--- config.mk ---
export PLATFORM = sky130hd
export DESIGN_NAME = fetch_unit_flat
export DESIGN_NICKNAME = d
export VERILOG_FILES = /design/src/rtl/riscv_pkg.sv /design/src/rtl/fetch_unit_if.sv /design/src/rtl/fetch_queue.sv /design/src/rtl/fetch_unit.sv /design/src/flat_wrapper.sv
export SDC_FILE = /design/constraint.sdc
export NUM_CORES = 1
export LEC_CHECK = 0
export BUFFER_PORTS_ARGS = -buffer_cell sky130_fd_sc_hd__buf_2
export CAP_MARGIN = 0
export CORE_MARGIN = 5
export CORE_UTILIZATION = 35
export CTS_CLUSTER_DIAMETER = 100
export DETAILED_ROUTE_END_ITERATION = 12
export GPL_TIMING_DRIVEN = 0
export HOLD_SLACK_MARGIN = 0.12
export PLACE_DENSITY = 0.55
export SLEW_MARGIN = 10
export SYNTH_ARGS = -nofsm -noshare
export SYNTH_HDL_FRONTEND = slang
export SYNTH_SLANG_ARGS = --single-unit
--- constraint.sdc ---
create_clock -name clk -period 2.7 [get_ports clk]
set_input_delay 0.405 -clock clk [delete_from_list [all_inputs] [get_ports clk]]
set_output_delay 0.405 -clock clk [all_outputs]
set_load 0.005 [all_outputs]
--- src/rtl/riscv_pkg.sv ---
// Shared RV64 fetch types and constants.
// FETCH_MISALIGN_CHECK_EN adds a per-entry misalign flag to fetch_entry_t.
package riscv_pkg;
   localparam int XLEN = 64;
   localparam int ILEN = 32;
   localparam logic [ILEN-1:0] NOP_INSTR        = 32'h0000_0013;
   localparam logic [XLEN-1:0] RESET_PC_DEFAULT = 64'h0000_0000_8000_0000;

   typedef struct packed {
      logic [XLEN-1:0] pc;
      logic [ILEN-1:0] instr;
      logic            filled;
`ifdef FETCH_MISALIGN_CHECK_EN
      logic            misalign;
`endif
   } fetch_entry_t;
endpackage

--- src/rtl/fetch_unit_if.sv ---
// Instruction-memory and decode-side handshakes of the fetch stage.
// FETCH_MISALIGN_CHECK_EN adds if_misalign_o.
interface fetch_unit_if;
   import riscv_pkg::*;

   logic            imem_req_o;
   logic [XLEN-1:0] imem_addr_o;
   logic            imem_gnt_i;
   logic            imem_rvalid_i;
   logic [ILEN-1:0] imem_rdata_i;
   logic            if_valid_o;
   logic            if_ready_i;
   logic [XLEN-1:0] if_pc_o;
   logic [ILEN-1:0] if_instr_o;
`ifdef FETCH_MISALIGN_CHECK_EN
   logic            if_misalign_o;
`endif

   modport master (
      input  imem_gnt_i, imem_rvalid_i, imem_rdata_i, if_ready_i,
`ifdef FETCH_MISALIGN_CHECK_EN
      output if_misalign_o,
`endif
      output imem_req_o, imem_addr_o, if_valid_o, if_pc_o, if_instr_o
   );

   modport slave (
      output imem_gnt_i, imem_rvalid_i, imem_rdata_i, if_ready_i,
`ifdef FETCH_MISALIGN_CHECK_EN
      input  if_misalign_o,
`endif
      input  imem_req_o, imem_addr_o, if_valid_o, if_pc_o, if_instr_o
   );
endinterface

--- src/rtl/fetch_queue.sv ---
// In-order fetch buffer with separate allocate, fill and pop pointers.
// Entries are allocated at request grant and filled later by in-order responses.
module fetch_queue
   import riscv_pkg::*;
#(
   parameter int DEPTH = 2
) (
   input  logic                    clk,
   input  logic                    rst,
   input  logic                    flush,
   input  logic                    alloc_en,
   input  fetch_entry_t            alloc_entry,
   input  logic                    fill_en,
   input  logic [ILEN-1:0]         fill_data,
   input  logic                    pop,
   output logic [$clog2(DEPTH):0]  count,
   output fetch_entry_t            head
);
   localparam int PW = $clog2(DEPTH);
   localparam logic [PW:0]   PTR_ONE  = (PW+1)'(1);
   localparam logic [PW-1:0] FILL_ONE = PW'(1);

   fetch_entry_t    entries [DEPTH];
   logic [PW:0]     alloc_ptr;
   logic [PW:0]     rd_ptr;
   logic [PW-1:0]   fill_ptr;

   assign count = alloc_ptr - rd_ptr;
   assign head  = entries[rd_ptr[PW-1:0]];

   always_ff @(posedge clk) begin
      if (rst) begin
         alloc_ptr <= '0;
         rd_ptr    <= '0;
         fill_ptr  <= '0;
         for (int i = 0; i < DEPTH; i++) entries[i] <= '0;
      end else if (flush) begin
         alloc_ptr <= '0;
         rd_ptr    <= '0;
         fill_ptr  <= '0;
         for (int i = 0; i < DEPTH; i++) entries[i].filled <= 1'b0;
      end else begin
         if (alloc_en) begin
            entries[alloc_ptr[PW-1:0]] <= alloc_entry;
            alloc_ptr                  <= alloc_ptr + PTR_ONE;
         end
         if (fill_en) begin
            entries[fill_ptr].instr  <= fill_data;
            entries[fill_ptr].filled <= 1'b1;
            fill_ptr                 <= fill_ptr + FILL_ONE;
         end
         // clear on pop so an emptied queue never shows a previous lap's entry
         if (pop) begin
            entries[rd_ptr[PW-1:0]].filled <= 1'b0;
            rd_ptr                         <= rd_ptr + PTR_ONE;
         end
      end
   end
endmodule

--- src/rtl/fetch_unit.sv ---
// Instruction-fetch stage: PC register, imem request issue, stale-response dropping.
// FETCH_MISALIGN_CHECK_EN turns a misaligned PC into a queued nop flagged misaligned.
module fetch_unit
   import riscv_pkg::*;
#(
   parameter logic [XLEN-1:0] RESET_PC = RESET_PC_DEFAULT,
   parameter int              DEPTH    = 2
) (
   input  logic             clk,
   input  logic             rst,
   output logic [XLEN-1:0]  pc_o,
   input  logic [XLEN-1:0]  next_pc_i,
   input  logic             redirect_i,
   fetch_unit_if.master     bus
);
   localparam int CW = $clog2(DEPTH) + 1;
   localparam logic [CW-1:0] CNT_ONE = CW'(1);
   localparam logic [CW-1:0] CNT_MAX = CW'(DEPTH);

   logic [XLEN-1:0] pc;
   logic [CW-1:0]   count, pend_cnt, drop_cnt;
   logic            has_space, req, grant, alloc_en, mis_alloc;
   logic            rsp_keep, rsp_drop, pop;
   fetch_entry_t    alloc_entry, head;

   assign has_space = !rst && !redirect_i && (count < CNT_MAX);

`ifdef FETCH_MISALIGN_CHECK_EN
   logic pc_misaligned, mis_hold;
   assign pc_misaligned = pc[1:0] != 2'b00;
   assign req           = has_space && !pc_misaligned;
   assign mis_alloc     = has_space && pc_misaligned && !mis_hold;

   // one nop per misaligned PC; fetch stays parked until a redirect
   always_ff @(posedge clk) begin
      if (rst || redirect_i) mis_hold <= 1'b0;
      else if (mis_alloc)    mis_hold <= 1'b1;
   end
`else
   assign req       = has_space;
   assign mis_alloc = 1'b0;
`endif

   assign grant    = req && bus.imem_gnt_i;
   assign alloc_en = grant || mis_alloc;
   assign rsp_drop = bus.imem_rvalid_i && (drop_cnt != '0);
   assign rsp_keep = bus.imem_rvalid_i && (drop_cnt == '0);
   assign pop      = head.filled && bus.if_ready_i && !redirect_i;

   always_comb begin
      alloc_entry        = '0;
      alloc_entry.pc     = pc;
      alloc_entry.instr  = mis_alloc ? NOP_INSTR : '0;
      alloc_entry.filled = mis_alloc;
`ifdef FETCH_MISALIGN_CHECK_EN
      alloc_entry.misalign = mis_alloc;
`endif
   end

   fetch_queue #(.DEPTH(DEPTH)) u_queue (
      .clk         (clk),
      .rst         (rst),
      .flush       (redirect_i),
      .alloc_en    (alloc_en),
      .alloc_entry (alloc_entry),
      .fill_en     (rsp_keep),
      .fill_data   (bus.imem_rdata_i),
      .pop         (pop),
      .count       (count),
      .head        (head)
   );

   // pend_cnt: granted, not yet answered, current epoch; drop_cnt: answers owed to flushed entries
   always_ff @(posedge clk) begin
      if (rst) begin
         pc       <= RESET_PC;
         pend_cnt <= '0;
         drop_cnt <= '0;
      end else if (redirect_i) begin
         pc       <= next_pc_i;
         pend_cnt <= '0;
         drop_cnt <= drop_cnt + pend_cnt - CW'(bus.imem_rvalid_i);
      end else begin
         if (grant) pc <= next_pc_i;
         pend_cnt <= pend_cnt + CW'(grant) - CW'(rsp_keep);
         if (rsp_drop) drop_cnt <= drop_cnt - CNT_ONE;
      end
   end

   assign pc_o            = pc;
   assign bus.imem_req_o  = req;
   assign bus.imem_addr_o = pc;
   assign bus.if_valid_o  = head.filled;
   assign bus.if_pc_o     = head.pc;
   assign bus.if_instr_o  = head.instr;
`ifdef FETCH_MISALIGN_CHECK_EN
   assign bus.if_misalign_o = head.misalign;
`endif

   a_rsp_outstanding: assert property (@(posedge clk) disable iff (rst)
      bus.imem_rvalid_i |-> (pend_cnt != '0 || drop_cnt != '0));
   a_drop_bound: assert property (@(posedge clk) disable iff (rst)
      drop_cnt <= CNT_MAX);
endmodule

--- src/flat_wrapper.sv ---
// flat-port wrapper written by rule: the top's interface ports become plain ports
module fetch_unit_flat import riscv_pkg::*;
#(
   parameter logic [XLEN-1:0] RESET_PC = RESET_PC_DEFAULT,
   parameter int              DEPTH    = 2
)
  (clk, rst, pc_o, next_pc_i, redirect_i, bus_imem_gnt_i, bus_imem_rvalid_i, bus_imem_rdata_i, bus_if_ready_i, bus_imem_req_o, bus_imem_addr_o, bus_if_valid_o, bus_if_pc_o, bus_if_instr_o);
  fetch_unit_if bus_i ();
  input  logic clk;
  input  logic rst;
  output logic [XLEN-1:0] pc_o;
  input  logic [XLEN-1:0] next_pc_i;
  input  logic redirect_i;
  input wire logic [$bits(bus_i.imem_gnt_i)-1:0] bus_imem_gnt_i;
  input wire logic [$bits(bus_i.imem_rvalid_i)-1:0] bus_imem_rvalid_i;
  input wire logic [$bits(bus_i.imem_rdata_i)-1:0] bus_imem_rdata_i;
  input wire logic [$bits(bus_i.if_ready_i)-1:0] bus_if_ready_i;
  output wire logic [$bits(bus_i.imem_req_o)-1:0] bus_imem_req_o;
  output wire logic [$bits(bus_i.imem_addr_o)-1:0] bus_imem_addr_o;
  output wire logic [$bits(bus_i.if_valid_o)-1:0] bus_if_valid_o;
  output wire logic [$bits(bus_i.if_pc_o)-1:0] bus_if_pc_o;
  output wire logic [$bits(bus_i.if_instr_o)-1:0] bus_if_instr_o;
  assign bus_i.imem_gnt_i = bus_imem_gnt_i;
  assign bus_i.imem_rvalid_i = bus_imem_rvalid_i;
  assign bus_i.imem_rdata_i = bus_imem_rdata_i;
  assign bus_i.if_ready_i = bus_if_ready_i;
  assign bus_imem_req_o = bus_i.imem_req_o;
  assign bus_imem_addr_o = bus_i.imem_addr_o;
  assign bus_if_valid_o = bus_i.if_valid_o;
  assign bus_if_pc_o = bus_i.if_pc_o;
  assign bus_if_instr_o = bus_i.if_instr_o;
  fetch_unit #(.RESET_PC(RESET_PC), .DEPTH(DEPTH)) u_core (.clk(clk), .rst(rst), .pc_o(pc_o), .next_pc_i(next_pc_i), .redirect_i(redirect_i), .bus(bus_i));
endmodule
---- Word level (Yosys, flattened, before mapping) ----
Memory sizes are Yosys's and may differ from the RTL's. A register that Yosys moved wholly into a read port is not among the register bits.
Index checks and enable logic that the tools add are counted.
operators by class
  $add $sub $neg .......................... 9
  magnitude comparators ................... 1
  multiplexer cells ....................... 31
  bitwise gates (word level) .............. 2
  reductions and logical operators ........ 16
operator list
  cell                   number
  $mux W97               2
  $reduce_or A97 Y1      2
  $mux W64               2
  $mux W1                23
  $logic_and A1 B1 Y1    7
  $mux W2                3
  $reduce_bool A2 Y1     3
  $add A2 B1 Y2 const B  2
  $sub A2 B1 Y2          2
  $mux W3                1
  $add A2 B1 Y2          1
  $add A2 B2 Y2          1
  $logic_not A1 Y1       2
  $logic_not A2 Y1       1
  $lt A2 B2 Y1 const B   1
  $or A1 B1 Y1           2
  $reduce_or A2 Y1       1
  $sub A2 B1 Y2 const B  1
  $sub A2 B2 Y2          1
  $add A1 B1 Y1 const B  1
word-level totals
  register bits ........................... 73
  bits in writable memories ............... 194
  input port bits ......................... 102
  output and inout port bits .............. 226
  logic and storage cells ................. 66
  memories kept ........................... 1
memories
  name                    depth  bits a word  read ports  clocked after memory_dff  write ports  line               text
  u_core.u_queue.entries  2      97           1           1                         3            fetch_queue.sv:23  fetch_entry_t entries [DEPTH];

---- Longest topological paths before layout ----
  depth in word-level cells ............... 10
  mapped depth ............................ 10
  depth with buffers taken out ............ 10

---- Cells and area by module ----
Synthesis repeated with hierarchy kept, for this count alone.
second synthesis, totals
  cell total of the unflattened synthesis .. 957
  area, all modules ....................... 12,295.5 um2
modules (own cells, without submodules)
  module       times used  cells each  area each (um2)
  fetch_queue  1           566         8,858.5
  fetch_unit   1           391         3,437.0

---- Least setup slack after synthesis ----
OpenSTA, ideal clock, no wires.
  path kind ............................... input to register
  start ................................... input rst
  end ..................................... memory u_core.u_queue.entries[1][33] (netlist bit) (enable)
  arrival time ............................ 2.030 ns
  path slack .............................. 0.276 ns
  cell stages on the path ................. 4
  path buffers ............................ 3
  cells stage by stage .................... clkbuf_1 > clkbuf_1 > clkbuf_1 > or2_2
RTL lines
  element             line                text
  start: declaration  flat_wrapper.sv:10  input logic rst;
  end: declaration    fetch_queue.sv:23

==> key figures <==
Route
  – Residual DRC count: 0
  – Met3 WL post-DR: roughly 2200 um
  – Post-Route WL: 33000 um
  – Routed wire per std cell: 17.9 um
  – DRT iter0 DRCs: 252
  – Highest Signal Layer: met4
  – DRT met1 WL: roughly 14000 um
  – Routed Antenna Nets: 0
  – Via density: 4.39
  – First drt pass iteration count: 4
  – Metal2 WL: 16300 um
  – Vias: between 8000 and 9000

Synthesis
  – Cell taking the most area after synthesis: edfxtp_1
  – Seq cells post-synth: 268
  – Avg Cell Area, Syn: 13.0 um2
  – Seq/Total Area, Yosys: 59.6%
  – Mapped Cells: between 900 and 1000
  – Synth Warn #: 0
  – Syn nets: ~1000
  – Count of cell types in the netlist: 32
  – Synth top area share: 47.1%
  – Area contributors post-synth: edfxtp_1 (47%), dfxtp_1 (12%), and2_1 (9.9%)
  – Cell Area, Synth: 0.0122 mm2

Floorplanning
  – Die W: 197 um
  – Core Footprint: 0.0345 mm2
  – Ports: 328
  – Die Span Y: 197 um
  – Die area: just under 0.04 mm2
  – FP Rows: 68
  – Effective utilization at floorplan: 35.4%

GRT
  – First-pass GRT wire length: 49800 um
  – GR Overflow Total: 0
  – Number of global-route vias before repair: 8355
  – Total GRT Usage: between 10% and 20%
  – Largest net degree at the start of global routing: 39
  – Antenna violations before repair: 2

Critical path
  – Critical Path AT: 2170 ps
  – Crit path max fanout: 10
  – FF-to-FF setup slack: 200 ps
  – Reg-to-reg startpoint: u_core.u_queue.alloc_ptr[0]$_SDFFE_PP0P_
  – R2R Path End: u_core.u_queue.entries[0][37]$_SDFFCE_PN0P_
  – Crit end category: primary output
  – Critical Path RT: 2300 ps
  – Crit path kind: reg -> out
  – Length in cells of the worst reg-to-reg path: 6
  – Crit path capture: bus_if_pc_o[17]
  – Startpoint Class: flip-flop

CTS
  – H-tree Lvls: 1
  – CTS Sinks: around 270
  – CTS root buf: clkbuf_16
  – Clock Tree Buf Depth: 3
  – Clock tree from TritonCTS: built
  – Clock transition at path regs: about 60 ps
  – Setup bufs post-CTS: 0
  – CTS Buf Count: 31
  – Clk_lat worst skew: 550 ps

Final layout
  – Fin area: ~0.016 mm2
  – Multi-input logic area: 0.00420 mm2
  – Register area: 0.00729 mm2
  – Area grow syn2layout: 31.9%
  – Filler instances: 3195
  – Commonest non-fill, non-tap cell in the layout: buf_2
  – Most frequent cells in the layout: buf_2 (330), and2_1 (193), edfxtp_1 (192), nand2b_1 (127), mux2_2 (97)
  – Final net count: 1474
  – Fraction of layout cells with a size suffix above 1: roughly two fifths

Timing
  – Worst Tran Pin Value: 887 ps
  – Skew final: between 10 and 15 ps
  – Slew headroom: 40.4%
  – Ratio of final minimum period to clock period: 95.5%
  – Setup Viol. Count Final: 0
  – Final Hold Fails: 0
  – Fmax: 0.388 GHz
  – Fin crit period: 2580 ps
  – RSZ-0062 raised after global routing: false
  – Fin worst setup slack: 122 ps
  – Final Max Tran Viols: 0

Place
  – Detailed placer's ending HPWL: 23500 um
  – Placement Cell Area: 0.0145 mm2
  – Port bufs: 327
  – Placer Congestion: 0.737
  – Place WS: -1020 ps

Pwr
  – Leak pwr: 7.10 nW
  – Max VDD drop: 0.000551 V
  – Total power draw: 0.00987 W
  – Pwr Density: 612 mW/mm2

Min path
  – Worst Hold Class: in -> reg

Status
  – Status: finished, final reports clean

Flow run
  – MaxCap Viol Count: 0
==> final cells by class <==
class / count / share of cell area, %
antenna: 3 / 0.0465
buffer: 117 / 4.73
clock buffer: 46 / 5.16
clock inverter: 11 / 0.644
inverter: 9 / 0.209
multi-input combinational: 545 / 26.0
sequential: 268 / 45.2
tap: 455 / 3.53
timing repair buffer: 395 / 14.5
==> report_power, final <==
part | leakage [nW] | internal [W] | total [W] | switching [W]
Clock | 0.454 | 0.00230 | 0.00391 | 0.00161
Combinational | 4.01 | 0.000630 | 0.00117 | 0.000542
Sequential | 2.64 | 0.00465 | 0.00479 | 0.000139
Total | 7.10 | 0.00759 | 0.00987 | 0.00229
==> kinds of logic (layout without fill, tap and decap cells) <==
group                      count (synthesis)  after routing  share of synthesized area (%)
other                                      0              3                              0
xor gates and xnor gates                  12             12                          0.982
and+or+nand+nor                          356            357                           17.8
buffers and inverters                    127            578                           6.38
AOI/OAI and AO/OA                          9              9                          0.501
adders and majority gates                  5              5                          0.511
muxes                                    162            162                           14.2
DFF                                      268            268                           59.6
==> worst max-delay path: stages, from the launching register on <==
cell and delay [ps]:
dfxtp_2 510, clkbuf_1 530, mux2_2 440, buf_2 140
==> synthesized netlist by cell type <==
master / instances
a211oi_1: 1
inv_1: 9
or2_1: 1
nor3_2: 3
mux2_2: 97
o22a_1: 1
and2b_1: 1
nor3_1: 3
nor2_1: 14
o221ai_1: 1
nand2b_1: 127
o31a_1: 1
mux2i_1: 65
buf_4: 64
nand4_1: 1
buf_2: 5
nor2b_1: 1
buf_6: 7
clkbuf_1: 38
edfxtp_1: 192
dfxtp_1: 76
a21oi_1: 4
or2_2: 2
xnor2_1: 5
xor2_1: 5
ha_1: 5
or3_1: 2
nand2_1: 8
and2_1: 193
clkbuf_2: 4
o211ai_1: 1
xnor2_2: 2
==> sequential cells by signal (all words and copies together), names as in the netlist, named ones only <==
signal	flops
u_core.bus.imem_addr_o	64
u_core.u_queue.fill_ptr	1
u_core.pend_cnt	2
u_core.u_queue.rd_ptr	2
u_core.drop_cnt	2
u_core.u_queue.alloc_ptr	2
u_core.u_queue.entries	194
==> how the worst min path moves through the flow <==
stage                                                     from                                     endpoint  slack [ps]  cells past startpoint
after floorplan           u_core.u_queue.fill_ptr$_SDFFE_PP0P_         u_core.u_queue.fill_ptr$_SDFFE_PP0P_         470                      2
after global placement    u_core.u_queue.fill_ptr$_SDFFE_PP0P_         u_core.u_queue.fill_ptr$_SDFFE_PP0P_         490                      2
after detailed placement  u_core.u_queue.fill_ptr$_SDFFE_PP0P_         u_core.u_queue.fill_ptr$_SDFFE_PP0P_         500                      2
after CTS                                 bus_imem_rdata_i[28]  u_core.u_queue.entries[1][29]$_SDFFCE_PN0P_         120                      2
after global routing                      bus_imem_rdata_i[31]  u_core.u_queue.entries[1][32]$_SDFFCE_PN0P_         130                      2
final                                     bus_imem_rdata_i[31]  u_core.u_queue.entries[0][32]$_SDFFCE_PN0P_         140                      2
==> metal layers <==
metal  GRT usage, %  vias up
li1               -     4003
met1           20.8     3840
met2           28.6      231
met3           4.29       41
met4           3.24        0
met5              0        -
==> timing repair <==
item	in CTS	in global routing
pin swaps	0	0
endpoints found under the hold margin	66	0
resized for setup	12	1
cloned	1	0
setup endpoints to repair	288	32
hold buffers	66	0
==> metrics by stage <==
stage          hold slack [ps]  TNS, ps  utilization [%]  instances
3_3_place_gp               488  -329800             41.8       1721
4_1_cts                    121        0             46.7       1846
3_5_place_dp               497  -190530             42.0       1723
5_1_grt                    130        0             46.7       1848
6_report                   144        0             46.7       1849
2_1_floorplan              473        0                -        939
Note: power is estimated with default switching activity, not from simulation.
